==> config.mk <==
export PLATFORM = sky130hd
export DESIGN_NAME = fetch_sequencer
export DESIGN_NICKNAME = d
export VERILOG_FILES = /design/src/rtl/fetch_sequencer_pkg.sv /design/src/rtl/fetch_skid_buf.sv /design/src/rtl/fetch_sequencer.sv
export SDC_FILE = /design/constraint.sdc
export NUM_CORES = 1
export LEC_CHECK = 0
export ABC_AREA = 1
export ABC_CLOCK_PERIOD_IN_PS = 1900
export CORE_MARGIN = 3
export CORE_UTILIZATION = 51
export CTS_CLUSTER_SIZE = 28
export DETAILED_ROUTE_END_ITERATION = 6
export PLACE_DENSITY = 0.83
export SLEW_MARGIN = 20
export SYNTH_ARGS = -nofsm -noshare
export SYNTH_HDL_FRONTEND = slang
export SYNTH_SLANG_ARGS = --single-unit
==> constraint.sdc <==
create_clock -name clk -period 1.9 [get_ports clk]
set_clock_uncertainty 0.1 [all_clocks]
set_input_delay 0.38 -clock clk [delete_from_list [all_inputs] [get_ports clk]]
set_output_delay 0.38 -clock clk [all_outputs]
set_load 0.1 [all_outputs]
==> src/rtl/fetch_sequencer_pkg.sv <==
// Shared types and default widths for the instruction fetch sequencer.
// The state encoding is fixed so waveforms and debug scripts stay stable.
package fetch_sequencer_pkg;

  localparam int FS_AW    = 32;
  localparam int FS_DW    = 32;
  localparam int FS_CNT_W = 16;

  typedef enum logic [1:0] {
    FS_IDLE = 2'd0,
    FS_REQ  = 2'd1,
    FS_HOLD = 2'd2,
    FS_KILL = 2'd3
  } fs_state_e;

endpackage

==> src/rtl/fetch_skid_buf.sv <==
// One-entry {pc, instr} holding slot behind the fetch output register.
// Clear wins over load, and load wins over drain.
module fetch_skid_buf
  import fetch_sequencer_pkg::*;
#(
  parameter int AW = FS_AW,
  parameter int DW = FS_DW
) (
  input  logic          clk,
  input  logic          rst,
  input  logic          i_load,
  input  logic          i_drain,
  input  logic          i_clear,
  input  logic [AW-1:0] i_pc,
  input  logic [DW-1:0] i_instr,
  output logic          o_valid,
  output logic [AW-1:0] o_pc,
  output logic [DW-1:0] o_instr
);

  logic          r_valid;
  logic [AW-1:0] r_pc;
  logic [DW-1:0] r_instr;

  always_ff @(posedge clk or negedge rst) begin
    if (!rst) begin
      r_valid <= 1'b0;
      r_pc    <= '0;
      r_instr <= '0;
    end else if (i_clear) begin
      r_valid <= 1'b0;
    end else if (i_load) begin
      r_valid <= 1'b1;
      r_pc    <= i_pc;
      r_instr <= i_instr;
    end else if (i_drain) begin
      r_valid <= 1'b0;
    end
  end

  assign o_valid = r_valid;
  assign o_pc    = r_pc;
  assign o_instr = r_instr;

endmodule

==> src/rtl/fetch_sequencer.sv <==
// Fetch control: drives the PC enable, a req/ack instruction memory port and
// a two-deep {pc, instr} queue toward decode, squashing wrong-path fetches.
module fetch_sequencer
  import fetch_sequencer_pkg::*;
#(
  parameter int AW    = FS_AW,
  parameter int DW    = FS_DW,
  parameter int CNT_W = FS_CNT_W
) (
  input  logic             clk,
  input  logic             rst,
  input  logic [AW-1:0]    pc,
  input  logic             redirect,
  output logic             pc_en,
  output logic             imem_req,
  output logic [AW-1:0]    imem_addr,
  input  logic             imem_ack,
  input  logic [DW-1:0]    imem_rdata,
  output logic             id_valid,
  output logic [DW-1:0]    id_instr,
  output logic [AW-1:0]    id_pc,
  input  logic             id_ready,
  output logic [CNT_W-1:0] starve_cnt
);

  fs_state_e        r_state;
  fs_state_e        w_state_next;
  logic [AW-1:0]    r_kill_addr;
  logic             r_id_valid;
  logic [DW-1:0]    r_id_instr;
  logic [AW-1:0]    r_id_pc;
  logic [CNT_W-1:0] r_starve_cnt;

  logic             w_xfer;
  logic             w_capture;
  logic             w_cap_to_out;
  logic             w_skid_load;
  logic             w_skid_drain;
  logic             w_skid_full_next;
  logic             w_skid_valid;
  logic [AW-1:0]    w_skid_pc;
  logic [DW-1:0]    w_skid_instr;
  logic             w_pc_en;
  logic             w_kill_load;

  assign w_xfer       = r_id_valid && id_ready;
  assign w_capture    = (r_state == FS_REQ) && imem_ack && !redirect;
  // New data lands in the output register only when that slot is free after
  // this edge; otherwise it goes to the skid entry.
  assign w_cap_to_out = w_capture && (!r_id_valid || (w_xfer && !w_skid_valid));
  assign w_skid_load  = w_capture && !w_cap_to_out;
  assign w_skid_drain = w_xfer && w_skid_valid;
  assign w_skid_full_next = w_skid_load || (w_skid_valid && !w_skid_drain);

  always_comb begin
    w_state_next = r_state;
    w_pc_en      = 1'b0;
    w_kill_load  = 1'b0;
    case (r_state)
      FS_IDLE: begin
        w_pc_en      = redirect;
        w_state_next = FS_REQ;
      end
      FS_REQ: begin
        if (imem_ack) begin
          w_pc_en = 1'b1;
          if (!redirect && w_skid_full_next) begin
            w_state_next = FS_HOLD;
          end
        end else if (redirect) begin
          w_pc_en      = 1'b1;
          w_kill_load  = 1'b1;
          w_state_next = FS_KILL;
        end
      end
      FS_HOLD: begin
        if (redirect) begin
          w_pc_en      = 1'b1;
          w_state_next = FS_REQ;
        end else if (w_skid_drain) begin
          w_state_next = FS_REQ;
        end
      end
      FS_KILL: begin
        // The in-flight word belongs to the old path and is thrown away.
        w_pc_en = redirect;
        if (imem_ack) begin
          w_state_next = FS_REQ;
        end
      end
      default: w_state_next = FS_IDLE;
    endcase
  end

  always_ff @(posedge clk or negedge rst) begin
    if (!rst) begin
      r_state     <= FS_IDLE;
      r_kill_addr <= '0;
    end else begin
      r_state <= w_state_next;
      if (w_kill_load) begin
        r_kill_addr <= pc;
      end
    end
  end

  always_ff @(posedge clk or negedge rst) begin
    if (!rst) begin
      r_id_valid <= 1'b0;
      r_id_instr <= '0;
      r_id_pc    <= '0;
    end else if (redirect) begin
      r_id_valid <= 1'b0;
    end else if (w_xfer && w_skid_valid) begin
      r_id_valid <= 1'b1;
      r_id_instr <= w_skid_instr;
      r_id_pc    <= w_skid_pc;
    end else if (w_cap_to_out) begin
      r_id_valid <= 1'b1;
      r_id_instr <= imem_rdata;
      r_id_pc    <= pc;
    end else if (w_xfer) begin
      r_id_valid <= 1'b0;
    end
  end

  always_ff @(posedge clk or negedge rst) begin
    if (!rst) begin
      r_starve_cnt <= '0;
    end else if (id_ready && !r_id_valid && (r_starve_cnt != '1)) begin
      r_starve_cnt <= r_starve_cnt + CNT_W'(1);
    end
  end

  fetch_skid_buf #(
    .AW(AW),
    .DW(DW)
  ) u_skid (
    .clk     (clk),
    .rst     (rst),
    .i_load  (w_skid_load),
    .i_drain (w_skid_drain),
    .i_clear (redirect),
    .i_pc    (pc),
    .i_instr (imem_rdata),
    .o_valid (w_skid_valid),
    .o_pc    (w_skid_pc),
    .o_instr (w_skid_instr)
  );

  assign pc_en      = w_pc_en;
  assign imem_req   = (r_state == FS_REQ) || (r_state == FS_KILL);
  assign imem_addr  = (r_state == FS_KILL) ? r_kill_addr : pc;
  assign id_valid   = r_id_valid;
  assign id_instr   = r_id_instr;
  assign id_pc      = r_id_pc;
  assign starve_cnt = r_starve_cnt;

endmodule

==> summary.md <==
| Metric | Value |
|---|---|
| Beginning of the critical path | `redirect` |
| M2 GR Usage | `44.7%` |
| Post-DP HPWL | `15.9 mm` |
| Total CTS buffers | `17` |
| Fill count | `890` |
| Share of layout cells above drive strength 1 | `31.5%` |
| WS Path Type | `in2out` |
| Maximum buffer depth of the clock tree | `2` |
| Max Transition Viols Final | `0` |
| Seq/Total Area, Yosys | `54.2%` |
| Setup violations, final | `41` |
| Top cells by area, synth | `dfrtp_1, nand2_1, o21ai_0` |
| Placed Cells | `1,361` |
| Routability congestion estimate | `0.819` |
| Top cell type by total area after synthesis | `dfrtp_1` |
| CTS sink count | `180` |
| CTS tree | `yes` |
| Final Cell Area | `13,300 sq um` |
| Syn Area/Cell | `8.53 sq um` |
| Tcrit/Tclk final | `113%` |
| DRC Markers | `0` |
| Min cycle time layout | `2.15 ns` |
| Routed WL per cell | `17.6 um` |
| Max stage delay cell, worst path | `clkdlybuf4s50_1` |
| Maximum fanout along the worst path | `6` |
| Synthesized flop and latch total | `180` |
| RSZ-0062 raised after global routing | `yes` |
| Port bufs | `183` |
| Yosys warnings | `0` |
| Via/cell ratio | `5.40` |
| Initial DRC Count | `570` |
| Synth top cells by count | `nand2_1, dfrtp_1, o21ai_0, o21ai_2, inv_1` |
| Mapped Area | `8300 sq um` |
| Worst R2R Start | `r_state[0]` |
| Synth-to-Final Area Change | `59.7%` |
| Largest net degree at the start of global routing | `63` |
| Clock-pin slew on the worst setup and hold paths | `0.07 ns` |
| FFs w/ async S/R, synth | `100%` |
| # rows | `46` |
| Worst-Skew Late Latency | `0.42 ns` |
| Syn_nets | `1,043` |
| H-tree depth | `4` |
| Fin cells | `1,413` |
| Max cap viols | `0` |
| Root Driver | `clkbuf_16` |
| Number of flops mapped to enable cells by yosys | `0` |
| Buf+Inv Stages, Crit Path | `3` |
| Fin util | `83.5%` |
| Syn Inst Count | `973` |
| Vias | `7,634` |
| Crit path max-delay family | `buffers and inverters` |
| Die Area | `17,800 sq um` |
| Global-route wire length before repair | `37.5 mm` |
| Initial core utilization | `52.3%` |
| Core Region | `15,900 sq um` |
| Pre-CTS setup slack | `-0.176 ns` |
| Slowest stage delay, CP | `0.53 ns` |
| Synth Flop Type | `dfrtp_1` |
| Distinct cells, synth | `25` |
| FMAX | `466 MHz` |
| Vias in the first global route | `7,486` |
| Slew Limit Headroom | `70.5%` |
| Global route overflow | `0` |
| Global Route met3 Usage | `5.59%` |
| Antenna Cells | `0` |
| Chip width | `134 um` |
| Fin. Hold Viols | `0` |
| WP data required | `1.42 ns` |
| Slew @ Worst Pin | `0.443 ns` |
| Final WS setup | `-0.245 ns` |
| Yosys top cell area share | `54.2%` |
| Io pins | `184` |
| ANT nets after route | `0` |
| Crit path capture type | `primary output` |
| Initial antenna violation count | `0` |
| Top-count cell post-synth | `nand2_1` |
| Crit path launch type | `primary input` |
| Hold Crit Class | `in2async` |
| Die H | `134 um` |
| Global Route Usage Sum | `26.0%` |
| Status | `finished, violations left` |
| Violated checks | `negative setup slack` |
| GR met1 Demand/Resource | `32.2%` |
| Data arrival, critical path | `1.67 ns` |
| Nets | `1,255` |
| Critical path, cell by cell | `clkdlybuf4s50_1 > inv_1 > nand2_2 > buf_12` |
| Total Routed Length | `24.9 mm` |
| Pre-antenna DRT Iters | `7` |
| Dpl cell area | `12,200 sq um` |
| Busiest grt layer | `met2` |
-- worst reg2reg max path: cells and delay by family (launching register included) --
kind | cells | cell delay [ns]
AOI/OAI and AO/OA | 2 | 0.25
buffers and inverters | 5 | 0.69
and+or+nand+nor | 4 | 0.39
DFF | 1 | 0.39
-- final timing paths --
check,endpoint,slack (ns),depth (start not counted)
setup reg to reg,id_pc[22],-0.02,11
hold reg to reg,u_skid.o_instr[7],0.38,2
setup / recovery,pc_en,-0.25,4
hold / removal,starve_cnt[10],0.34,2
max in group asynchronous,id_instr[3],0.68,3
min in group clk,u_skid.o_instr[7],0.38,2
-- timing repair --
| action | CTS | global route |
|---|---|---|
| hold buffers | 1 | 0 |
| endpoints found under the setup margin | 33 | 75 |
| pin swaps | 9 | 12 |
| hold endpoints to repair | 32 | 0 |
| cloned | 2 | 11 |
| setup buffers | 8 | 1 |
| gates resized for setup | 24 | 13 |
-- stage by stage --
stage	hold WS, ns	setup TNS, ns
CTS	0.337	-6.72
detailed placement	0.208	-13.04
global route	0.376	-12.64
global placement	0.203	-7.92
floorplan	-0.0156	-0.140
finish	0.339	-5.94
-- area by class of cell --
type	count	area, sq um	area share, %
Sequential cell	180	4530	34.2
Timing Repair Buffer	247	3870	29.2
Multi-Input combinational cell	678	3750	28.3
Clock buffer	23	488	3.68
Tap cell	216	270	2.04
Inverter	61	229	1.73
Clock inverter	8	124	0.934
-- kinds of logic (layout without fill, tap and decap cells) --
group	after synthesis	in the layout	share of synthesized area, %
compound gates	247	247	17.6
fa+ha+maj	1	1	0.151
simple gates	421	422	20.5
buf+inv	116	339	6.63
flops	180	180	54.2
xor+xnor	8	8	0.844
-- cells in the final DEF, fill, tap and decap left out, types with 3 or more instances in the layout --
cell / n
clkdlybuf4s50_1: 67
o21ai_0: 135
clkbuf_16: 24
buf_4: 27
o21ai_2: 60
inv_1: 58
nand2_2: 6
inv_2: 3
buf_12: 131
buf_6: 12
nand3_1: 15
nand2_1: 312
clkbuf_8: 4
a21oi_1: 3
nor2_2: 15
a21oi_4: 32
dfrtp_2: 15
nand4_1: 3
nand2_4: 4
xor2_1: 7
dfrtp_1: 163
o21ai_1: 15
nor2_1: 36
bufinv_16: 3
or2_2: 25
-- metal layers --
| metal | share of wire [%] | up-vias | wire length, um |
|---|---|---|---|
| met3 | 7.2 | 55 | 1800 |
| met5 | 0 | - | 0 |
| met1 | 38 | 3701 | 9410 |
| met2 | 53 | 338 | 13100 |
| li1 | - | 3540 | - |
| met4 | 2.4 | 0 | 595 |
-- registers in the layout, indices dropped and copies added (netlist names) --
signal and count:
id_valid 1, u_skid.o_valid 1, r_state 2, r_kill_addr 32
id_instr 32, starve_cnt 16, id_pc 32, u_skid.o_instr 32
u_skid.o_pc 32
Power is left out: the tool's default activity adds up to more than one toggle a clock period on the data nets, which glitch-free logic cannot reach.
